--- src/rtl/dice_display_mux.sv ---
// dice_display_mux: scans the dice game result onto an 8-digit, active-low,
// multiplexed seven-segment display.
//   d0 = DiceOut2, d1 = DiceOut1, d3:d2 = sum of both dice,
//   d7..d4 = status message (PASS / FAIL / roLL / blank).
// Inputs are captured once per frame, on the tick where the digit index wraps
// from 7 to 0, so a frame never mixes old and new values.
// Optional macro DICE_BLINK_EN: when defined, the message blinks every
// BLINK_FRAMES frames while the captured result shows Win or Lose.
module dice_display_mux #(
    parameter int unsigned SCAN_DIV     = 100000,
    parameter int unsigned BLINK_FRAMES = 64
) (
    input  logic       CLK,
    input  logic       reset_n,
    input  logic       Win,
    input  logic       Lose,
    input  logic       Roll,
    input  logic [2:0] DiceOut1,
    input  logic [2:0] DiceOut2,
    output logic [7:0] Anode,
    output logic [6:0] Cathode
);

    localparam int unsigned CNT_W = (SCAN_DIV > 2) ? $clog2(SCAN_DIV) : 1;
    localparam logic [CNT_W-1:0] CNT_MAX = CNT_W'(SCAN_DIV - 1);

    // Active-low segment patterns, bit order {g,f,e,d,c,b,a}
    localparam logic [6:0] SEG_0     = 7'b1000000;
    localparam logic [6:0] SEG_1     = 7'b1111001;
    localparam logic [6:0] SEG_2     = 7'b0100100;
    localparam logic [6:0] SEG_3     = 7'b0110000;
    localparam logic [6:0] SEG_4     = 7'b0011001;
    localparam logic [6:0] SEG_5     = 7'b0010010;
    localparam logic [6:0] SEG_6     = 7'b0000010;
    localparam logic [6:0] SEG_7     = 7'b1111000;
    localparam logic [6:0] SEG_8     = 7'b0000000;
    localparam logic [6:0] SEG_9     = 7'b0010000;
    localparam logic [6:0] SEG_P     = 7'b0001100;
    localparam logic [6:0] SEG_A     = 7'b0001000;
    localparam logic [6:0] SEG_S     = 7'b0010010;
    localparam logic [6:0] SEG_F     = 7'b0001110;
    localparam logic [6:0] SEG_I     = 7'b1111001;
    localparam logic [6:0] SEG_L     = 7'b1000111;
    localparam logic [6:0] SEG_R     = 7'b0101111;
    localparam logic [6:0] SEG_O     = 7'b0100011;
    localparam logic [6:0] SEG_BLANK = 7'b1111111;
    localparam logic [6:0] SEG_DASH  = 7'b0111111;

    // Decimal numeral; anything above 9 is left blank
    function automatic logic [6:0] num_seg(input logic [3:0] n);
        logic [6:0] s;
        s = SEG_BLANK;
        case (n)
            4'd0: s = SEG_0;
            4'd1: s = SEG_1;
            4'd2: s = SEG_2;
            4'd3: s = SEG_3;
            4'd4: s = SEG_4;
            4'd5: s = SEG_5;
            4'd6: s = SEG_6;
            4'd7: s = SEG_7;
            4'd8: s = SEG_8;
            4'd9: s = SEG_9;
            default: s = SEG_BLANK;
        endcase
        return s;
    endfunction

    // Die face: 1..6 numeral, 0 blank (no die yet), 7 dash (illegal value)
    function automatic logic [6:0] die_seg(input logic [2:0] v);
        logic [6:0] s;
        s = SEG_BLANK;
        case (v)
            3'd0:    s = SEG_BLANK;
            3'd7:    s = SEG_DASH;
            default: s = num_seg(4'(v));
        endcase
        return s;
    endfunction

    logic [CNT_W-1:0] prescale;
    logic [2:0]       idx;
    logic             tick;
    logic             frame_start;

    logic             snap_win;
    logic             snap_lose;
    logic             snap_roll;
    logic [2:0]       snap_d1;
    logic [2:0]       snap_d2;

    logic             msg_hide;

    // Combinational next-display signals
    logic [2:0]       next_idx;
    logic             eff_win;
    logic             eff_lose;
    logic             eff_roll;
    logic [2:0]       eff_d1;
    logic [2:0]       eff_d2;
    logic             both_valid;
    logic [3:0]       sum;
    logic [3:0]       sum_ones;
    logic [6:0]       ones_seg;
    logic [6:0]       tens_seg;
    logic [6:0]       msg7;
    logic [6:0]       msg6;
    logic [6:0]       msg5;
    logic [6:0]       msg4;
    logic [6:0]       digit_seg;
    logic [7:0]       anode_next;

    assign tick        = (prescale == CNT_MAX);
    assign frame_start = tick && (idx == 3'd7);

    // Scan prescaler: one tick every SCAN_DIV clocks
    always_ff @(posedge CLK or negedge reset_n) begin
        if (!reset_n) begin
            prescale <= '0;
        end else if (tick) begin
            prescale <= '0;
        end else begin
            prescale <= prescale + CNT_W'(1);
        end
    end

    // Digit index; starts at 7 so the first tick opens a new frame on digit 0
    always_ff @(posedge CLK or negedge reset_n) begin
        if (!reset_n) begin
            idx <= 3'd7;
        end else if (tick) begin
            idx <= next_idx;
        end
    end

    // Per-frame snapshot of the game result
    always_ff @(posedge CLK or negedge reset_n) begin
        if (!reset_n) begin
            snap_win  <= 1'b0;
            snap_lose <= 1'b0;
            snap_roll <= 1'b0;
            snap_d1   <= 3'd0;
            snap_d2   <= 3'd0;
        end else if (frame_start) begin
            snap_win  <= Win;
            snap_lose <= Lose;
            snap_roll <= Roll;
            snap_d1   <= DiceOut1;
            snap_d2   <= DiceOut2;
        end
    end

`ifdef DICE_BLINK_EN
    localparam int unsigned BLINK_W = (BLINK_FRAMES > 1) ? $clog2(BLINK_FRAMES) : 1;
    localparam logic [BLINK_W-1:0] BLINK_LAST = BLINK_W'(BLINK_FRAMES - 1);

    logic [BLINK_W-1:0] blink_cnt;
    logic               blink_off;

    // Blink phase advances per frame only while Win/Lose persists across frames;
    // a fresh Win/Lose (or any other result) restarts in the visible phase
    always_ff @(posedge CLK or negedge reset_n) begin
        if (!reset_n) begin
            blink_cnt <= '0;
            blink_off <= 1'b0;
        end else if (frame_start) begin
            if ((Win || Lose) && (snap_win || snap_lose)) begin
                if (blink_cnt == BLINK_LAST) begin
                    blink_cnt <= '0;
                    blink_off <= ~blink_off;
                end else begin
                    blink_cnt <= blink_cnt + BLINK_W'(1);
                end
            end else begin
                blink_cnt <= '0;
                blink_off <= 1'b0;
            end
        end
    end

    assign msg_hide = blink_off;
`else
    assign msg_hide = 1'b0;
`endif

    // Segment pattern for the digit that becomes active on the next tick
    always_comb begin
        next_idx = idx + 3'd1;

        // On the frame-start edge digit 0 sees the values being captured
        eff_win  = snap_win;
        eff_lose = snap_lose;
        eff_roll = snap_roll;
        eff_d1   = snap_d1;
        eff_d2   = snap_d2;
        if (frame_start) begin
            eff_win  = Win;
            eff_lose = Lose;
            eff_roll = Roll;
            eff_d1   = DiceOut1;
            eff_d2   = DiceOut2;
        end

        both_valid = (eff_d1 != 3'd0) && (eff_d1 != 3'd7) &&
                     (eff_d2 != 3'd0) && (eff_d2 != 3'd7);
        sum      = 4'd0;
        sum_ones = 4'd0;
        ones_seg = SEG_BLANK;
        tens_seg = SEG_BLANK;
        if (both_valid) begin
            sum      = 4'(eff_d1) + 4'(eff_d2);
            sum_ones = (sum >= 4'd10) ? (sum - 4'd10) : sum;
            ones_seg = num_seg(sum_ones);
            tens_seg = (sum >= 4'd10) ? SEG_1 : SEG_BLANK;
        end

        msg7 = SEG_BLANK;
        msg6 = SEG_BLANK;
        msg5 = SEG_BLANK;
        msg4 = SEG_BLANK;
        if (eff_win) begin
            msg7 = SEG_P;
            msg6 = SEG_A;
            msg5 = SEG_S;
            msg4 = SEG_S;
        end else if (eff_lose) begin
            msg7 = SEG_F;
            msg6 = SEG_A;
            msg5 = SEG_I;
            msg4 = SEG_L;
        end else if (eff_roll) begin
            msg7 = SEG_R;
            msg6 = SEG_O;
            msg5 = SEG_L;
            msg4 = SEG_L;
        end
        if (msg_hide) begin
            msg7 = SEG_BLANK;
            msg6 = SEG_BLANK;
            msg5 = SEG_BLANK;
            msg4 = SEG_BLANK;
        end

        digit_seg = SEG_BLANK;
        case (next_idx)
            3'd0: digit_seg = die_seg(eff_d2);
            3'd1: digit_seg = die_seg(eff_d1);
            3'd2: digit_seg = ones_seg;
            3'd3: digit_seg = tens_seg;
            3'd4: digit_seg = msg4;
            3'd5: digit_seg = msg5;
            3'd6: digit_seg = msg6;
            3'd7: digit_seg = msg7;
            default: digit_seg = SEG_BLANK;
        endcase

        anode_next = ~(8'b0000_0001 << next_idx);
    end

    // Registered display drive, updated only on scan ticks
    always_ff @(posedge CLK or negedge reset_n) begin
        if (!reset_n) begin
            Anode   <= 8'hFF;
            Cathode <= 7'h7F;
        end else if (tick) begin
            Anode   <= anode_next;
            Cathode <= digit_seg;
        end
    end

endmodule

--- config.mk ---
export PLATFORM = sky130hd
export DESIGN_NAME = dice_display_mux
export DESIGN_NICKNAME = d
export VERILOG_FILES = /design/src/rtl/dice_display_mux.sv
export SDC_FILE = /design/constraint.sdc
export NUM_CORES = 1
export LEC_CHECK = 0
export ABC_AREA = 1
export CAP_MARGIN = 20
export CORE_ASPECT_RATIO = 1.4
export CORE_MARGIN = 2
export CORE_UTILIZATION = 50
export DETAILED_ROUTE_END_ITERATION = 6
export PLACE_DENSITY = 0.7
export SLEW_MARGIN = 20
export SYNTH_ARGS = -nofsm -noshare
export SYNTH_HDL_FRONTEND = slang
export SYNTH_SLANG_ARGS = --single-unit
--- constraint.sdc ---
create_clock -name CLK -period 4.3 [get_ports CLK]
set_input_delay 0.645 -clock CLK [delete_from_list [all_inputs] [get_ports CLK]]
set_output_delay 0.645 -clock CLK [all_outputs]
set_load 0.02 [all_outputs]
== Word level (Yosys, flattened, before mapping) ==
Memories as Yosys holds them, arrays and structs flattened.
Cells that the tools add are included.

* Add/sub/neg operators: 4
* $lt $le $gt $ge: 1
* Equal/unequal tests: 13
* Shift operators: 1
* Multiplexer cells: 24
* Bitwise operators: 1
* Reduce and logical (&&, ||, !) cells: 9

{| class="wikitable"
|+ Operator list
! operator !! count
|-
| $mux W7 || 9
|-
| $pmux W7 S8 || 1
|-
| $pmux W7 S2 || 2
|-
| $eq A3 B3 Y1 const B || 7
|-
| $mux W6 || 3
|-
| $add A17 B1 Y17 const B || 1
|-
| $eq A17 B17 Y1 const B || 1
|-
| $mux W17 || 1
|-
| $mux W3 || 4
|-
| $logic_not A3 Y1 || 3
|-
| $not A8 Y8 || 1
|-
| $shl A1 B3 Y8 const A || 1
|-
| $eq A3 B2 Y1 const B || 2
|-
| $ne A3 B3 Y1 const B || 2
|-
| $reduce_bool A3 Y1 || 2
|-
| $add A3 B3 Y4 || 1
|-
| $ge A4 B4 Y1 const B || 1
|-
| $logic_and A1 B1 Y1 || 4
|-
| $mux W4 || 1
|-
| $sub A4 B4 Y4 const B || 1
|-
| $add A3 B1 Y3 const B || 1
|-
| $eq A3 B1 Y1 const B || 1
|-
| $mux W1 || 3
|}

* Register bits: 44
* Memory bits (read-only): 224
* Input port bits: 11
* Output and inout port bits: 15
* Word-level logic and storage cells: 65
* Memories: 3

{| class="wikitable"
|+ Memories
! memory !! depth !! width !! rd ports !! clocked after Yosys merged registers in !! wr ports !! RTL line !! source
|-
| (no name shown) || 16 || 7 || 1 || 0 || 0 || 53 || <nowiki>case (n)</nowiki>
|-
| (no name shown) || 8 || 7 || 1 || 0 || 0 || 53 ||
|-
| (no name shown) || 8 || 7 || 1 || 0 || 0 || 53 ||
|}

== Depth between registers and ports, before layout ==
* Word-level depth: 9
* Depth in mapped cells: 31
* Gate-level depth less buffers: 31

== Worst setup path before layout ==
Ideal clock, no wire load.

* Path type: register -> register
* From: register idx[0]
* To: register Cathode[3]
* Arrival time: 3,570 ps
* Data required time: 4,224 ps
* Path slack: 654 ps
* Stages on the path, launching flop included: 25
* Path buffers: 1
* Clock period less this slack: 3,646 ps
* Cells stage by stage: dfstp_2 ha_1 ha_1 buf_2 nand4_4 o21ai_0 inv_1 ha_1 ha_1 inv_1 nand3_2 nand2_4 inv_1 nand2_1 nand3_1 nand2_1 inv_1 ha_1 nand3b_1 nand3_1 nand2_1 nand2_1 nand2_1 nand2_1 nand2_1

* Word-level cells in the longest chain between the ends: 9
* Elaborated cells on any way between the ends: 48

{| class="wikitable"
|+ Ends and longest elaborated chain
! what !! RTL line !! source
|-
| start: declaration || 82 || <nowiki>logic [2:0] idx;</nowiki>
|-
| start signal: assignment || 132 || <nowiki>idx <= next_idx;</nowiki>
|-
| $eq A3 B3 Y1 (*) || 114 || <nowiki>assign frame_start = tick && (idx == 3'd7);</nowiki>
|-
| $logic_and A1 B1 Y1 (*) || 114 ||
|-
| $mux W3 (*) || - ||
|-
| net eff_d1[0] || 99 || <nowiki>logic [2:0] eff_d1;</nowiki>
|-
| $add A3 B3 Y4 (tied with other cells) || 211 || <nowiki>sum = 4'(eff_d1) + 4'(eff_d2);</nowiki>
|-
| $sub A4 B4 Y4 (tied with other cells) || 212 || <nowiki>sum_ones = (sum >= 4'd10) ? (sum - 4'd10) : sum;</nowiki>
|-
| $mux W4 or $logic_and A1 B1 Y1 (tied branches) || 212, 204 ||
|-
| $mem_v2 Z16 W7 or $logic_and A1 B1 Y1 (tied branches) || - ||
|-
| $mux W7 || 210 || <nowiki>if (both_valid) begin</nowiki>
|-
| $pmux W7 S8 (*) || 245 || <nowiki>case (next_idx)</nowiki>
|-
| end signal: assignment || 267 || <nowiki>Cathode <= digit_seg;</nowiki>
|-
| end: declaration || 21 || <nowiki>output logic [6:0] Cathode</nowiki>
|}

The timed path passes the listed nets; every way through them passes the cells marked *.
A chain may end at the register's enable or synchronous reset.

== Worst setup path in the final report ==
Same ends and word-level chain as after synthesis.

==> out/summary.txt <==
Status: complete, no violations
Final ANT Viol Nets: 0
Critical Path Slowest Stage Cell: dfstp_2
Crit end category: register
Core ar.: 6530 um^2
Layout net count: 516
PwrDens: 185 nW/um^2
Diode count: 0
Worst Skew: 12.0 ps
Critical Setup Path Class: reg -> reg
GRT overflow: 0
Max-slew violations: 0
Min cycle time layout: 3840 ps
CTS sink cnt: 44
Area grow syn2layout: 12.8%
Least-Margin Pin Slew: 975 ps
HP Start: Cathode[5]$_DFFE_PN1N_
TritonCTS Buffers: 5
R2R depth: 25
Crit path DAT: 4070 ps
CP top delay family: simple AND/OR/NAND/NOR gates
Hold Path Stages: 2
Final setup fails: 0
# hold bufs at CTS: 0
Clock latency at the later pin of the worst-skew pair: 300 ps
Routed wire length: 7470 um
Grt met2 use: 44.3%
Power, Total: 0.692 mW
CTS Buffer Depth: 2
Number of synthesized register bits: 44
Vias per cell: 5.18
Most frequent cells in the layout: nand2_1 (120), inv_1 (71), nor2_1 (37)
Die width: 72.9 um
DR iter-0 viols: 133
Commonest non-fill, non-tap cell in the layout: nand2_1
Kind of start point of the critical path: register
Met3 usage: 2.50%
Setup TNS Final: 0 ps
Peak Freq: 0.261 GHz
Cell count after synthesis: 452
Overall routing resource usage: 22.4%
Async S/R FF share, synth: 100%
Sequential area share after synthesis: 33.8%
Worst hold-check path type: reg -> reg
Filler cells: 637
Avg Cell Area, Syn: 7.36 um^2
Internal reg-to-reg setup slack: 460 ps
# H-tree levels: 2
Num rows: 35
Vias in the first global route: 2993
Critical Path RT: 4530 ps
Routed wire per std cell: 13.4 um
R2R Path End: Cathode[3]$_DFFE_PN1N_
Num ports: 26
Crit share post-route: 89.2%
DR vias: 2881
Yosys cell types: 40
Max-cap viol count: 0
Global-route wire length before repair: 12900 um
Initial Util: 51.0%
Slew HR: 35.0%
Router iterations before antenna repair: 4
Max incr delay on CP: 390 ps
CTS root buf: clkbuf_8
Die H: 101 um
TritonCTS clock tree: yes
Post-Syn Area: 3330 um^2
RSZ-0062 raised after global routing: false
GRT Max-Usage Layer: met2
Peak VDD IR: 148 uV
Syn Nets: 487
Reg clk slew, reported paths: 90 ps
Largest net degree at the start of global routing: 45
Input/output buffers: 25
Prevailing post-synth register cell: dfrtp_1
Min-Delay Endpoint: Cathode[5]$_DFFE_PN1N_
Die area: 7330 um^2
Number of enable flip-flop cells after synthesis: 0
Critical Path Fanout Max: 10
Final GP Congestion: 0.859
Synthesis Warnings: 0
Post-DP HPWL: 6130 um
Met1 Use GR: 23.2%
Most frequent CP cell: nand2_1
CP bufs+invs: 5
Leakage: 1.91 nW
Initial antenna violation count: 0
DRC viols: 0
R2r startpoint: idx[0]$_DFFE_PN1N_
Hold Vio Cnt, Final: 0
Layout cells sized above 1: 16.4%
report_power, final:
group | switching (mW) | total [mW] | internal (mW)
Sequential | 0 | 0.414 | 0.414
Clock | 0.147 | 0.261 | 0.113
Combinational | 0.00992 | 0.0176 | 0.00766
Total | 0.157 | 0.692 | 0.535
flip-flops by register name, summed over array words and instances (netlist names):
name       count
snap_lose      1
prescale      17
Cathode        7
idx            3
snap_d1        3
snap_roll      1
snap_d2        3
snap_win       1
Anode          8
kinds of logic after synthesis:
logic type	count (synthesis)	synth area share [%]
and+or+nand+nor	235	35.7
buffers and inverters	87	9.86
AOI/OAI and AO/OA	59	10.8
DFF	44	33.8
adders and majority gates	24	9.03
xor gates and xnor gates	3	0.790
repair_timing:
action                     4_1_cts  5_1_grt
resized for setup                0        2
setup buffers                    0        1
setup endpoints to repair        0        4
metal layers:
layer | vias to the layer above | part of all wire [%]
li1 | 1487 | -
met5 | - | 0
met2 | 42 | 56
met4 | 0 | 2.5
met1 | 1338 | 39
met3 | 14 | 1.7
layout make-up:
class	count	area, um^2	share of cell area, %
clock inverters	3	18.8	0.500
clock buffers	5	68.8	1.83
multi-input cells	321	1880	50.1
flip-flops and latches	44	1120	30.0
well taps	74	92.6	2.47
inverters	82	308	8.21
repair buffers	27	260	6.94
tightest hold or removal path: stages (launching register included):
cell and delay (ps):
dfstp_2 370, nand2_1 50, nand2_1 50
worst max-delay path by stage:
stage / startpoint / endpoint / slack, ps / depth (start not counted)
CTS: prescale[0]$_DFF_PN0_ / Cathode[3]$_DFFE_PN1N_ / 320 / 24
finish: idx[0]$_DFFE_PN1N_ / Cathode[3]$_DFFE_PN1N_ / 460 / 25
detailed placement: prescale[0]$_DFF_PN0_ / Cathode[3]$_DFFE_PN1N_ / 360 / 24
floorplan: idx[0]$_DFFE_PN1N_ / Cathode[3]$_DFFE_PN1N_ / 650 / 24
global route: idx[0]$_DFFE_PN1N_ / Cathode[1]$_DFFE_PN1N_ / 70 / 25
global placement: idx[0]$_DFFE_PN1N_ / Cathode[3]$_DFFE_PN1N_ / 520 / 23
per-stage QoR:
| step | setup WS, ps | instances | utilization (%) | area, um^2 | hold slack, ps |
|---|---|---|---|---|---|
| 2_1_floorplan | 654 | 452 | - | 3330 | 349 |
| 6_report | 465 | 556 | 57.5 | 3750 | 469 |
| 3_5_place_dp | 365 | 547 | 56.0 | 3650 | 457 |
| 3_3_place_gp | 516 | 547 | 56.0 | 3650 | 460 |
| 5_1_grt | 69.6 | 556 | 57.5 | 3750 | 497 |
| 4_1_cts | 324 | 555 | 57.3 | 3740 | 472 |
synthesized netlist by cell type, types with 2 or more instances:
cell / number / area, um^2
or2_2: 3 / 18.8
nor3_1: 7 / 35.0
nand2_2: 13 / 81.3
a211oi_1: 3 / 22.5
inv_2: 9 / 33.8
nand3_4: 3 / 52.6
o211ai_1: 2 / 15.0
nand3_2: 4 / 40.0
ha_1: 24 / 300
nand3b_1: 3 / 22.5
o21a_1: 5 / 37.5
o21ai_1: 4 / 20.0
nand2_1: 120 / 450
dfstp_2: 18 / 473
nand4_2: 2 / 25.0
nand2_4: 7 / 78.8
inv_1: 71 / 267
xor2_1: 3 / 26.3
a21oi_1: 12 / 60.1
clkinv_1: 2 / 7.51
nor2_1: 37 / 139
o21ai_0: 22 / 110
clkbuf_1: 4 / 15.0
a31oi_1: 5 / 31.3
nand4_1: 9 / 56.3
nand3_1: 20 / 100
dfrtp_1: 26 / 651
nor2_2: 2 / 12.5
No activity file was read; power rests on OpenSTA's default activity.
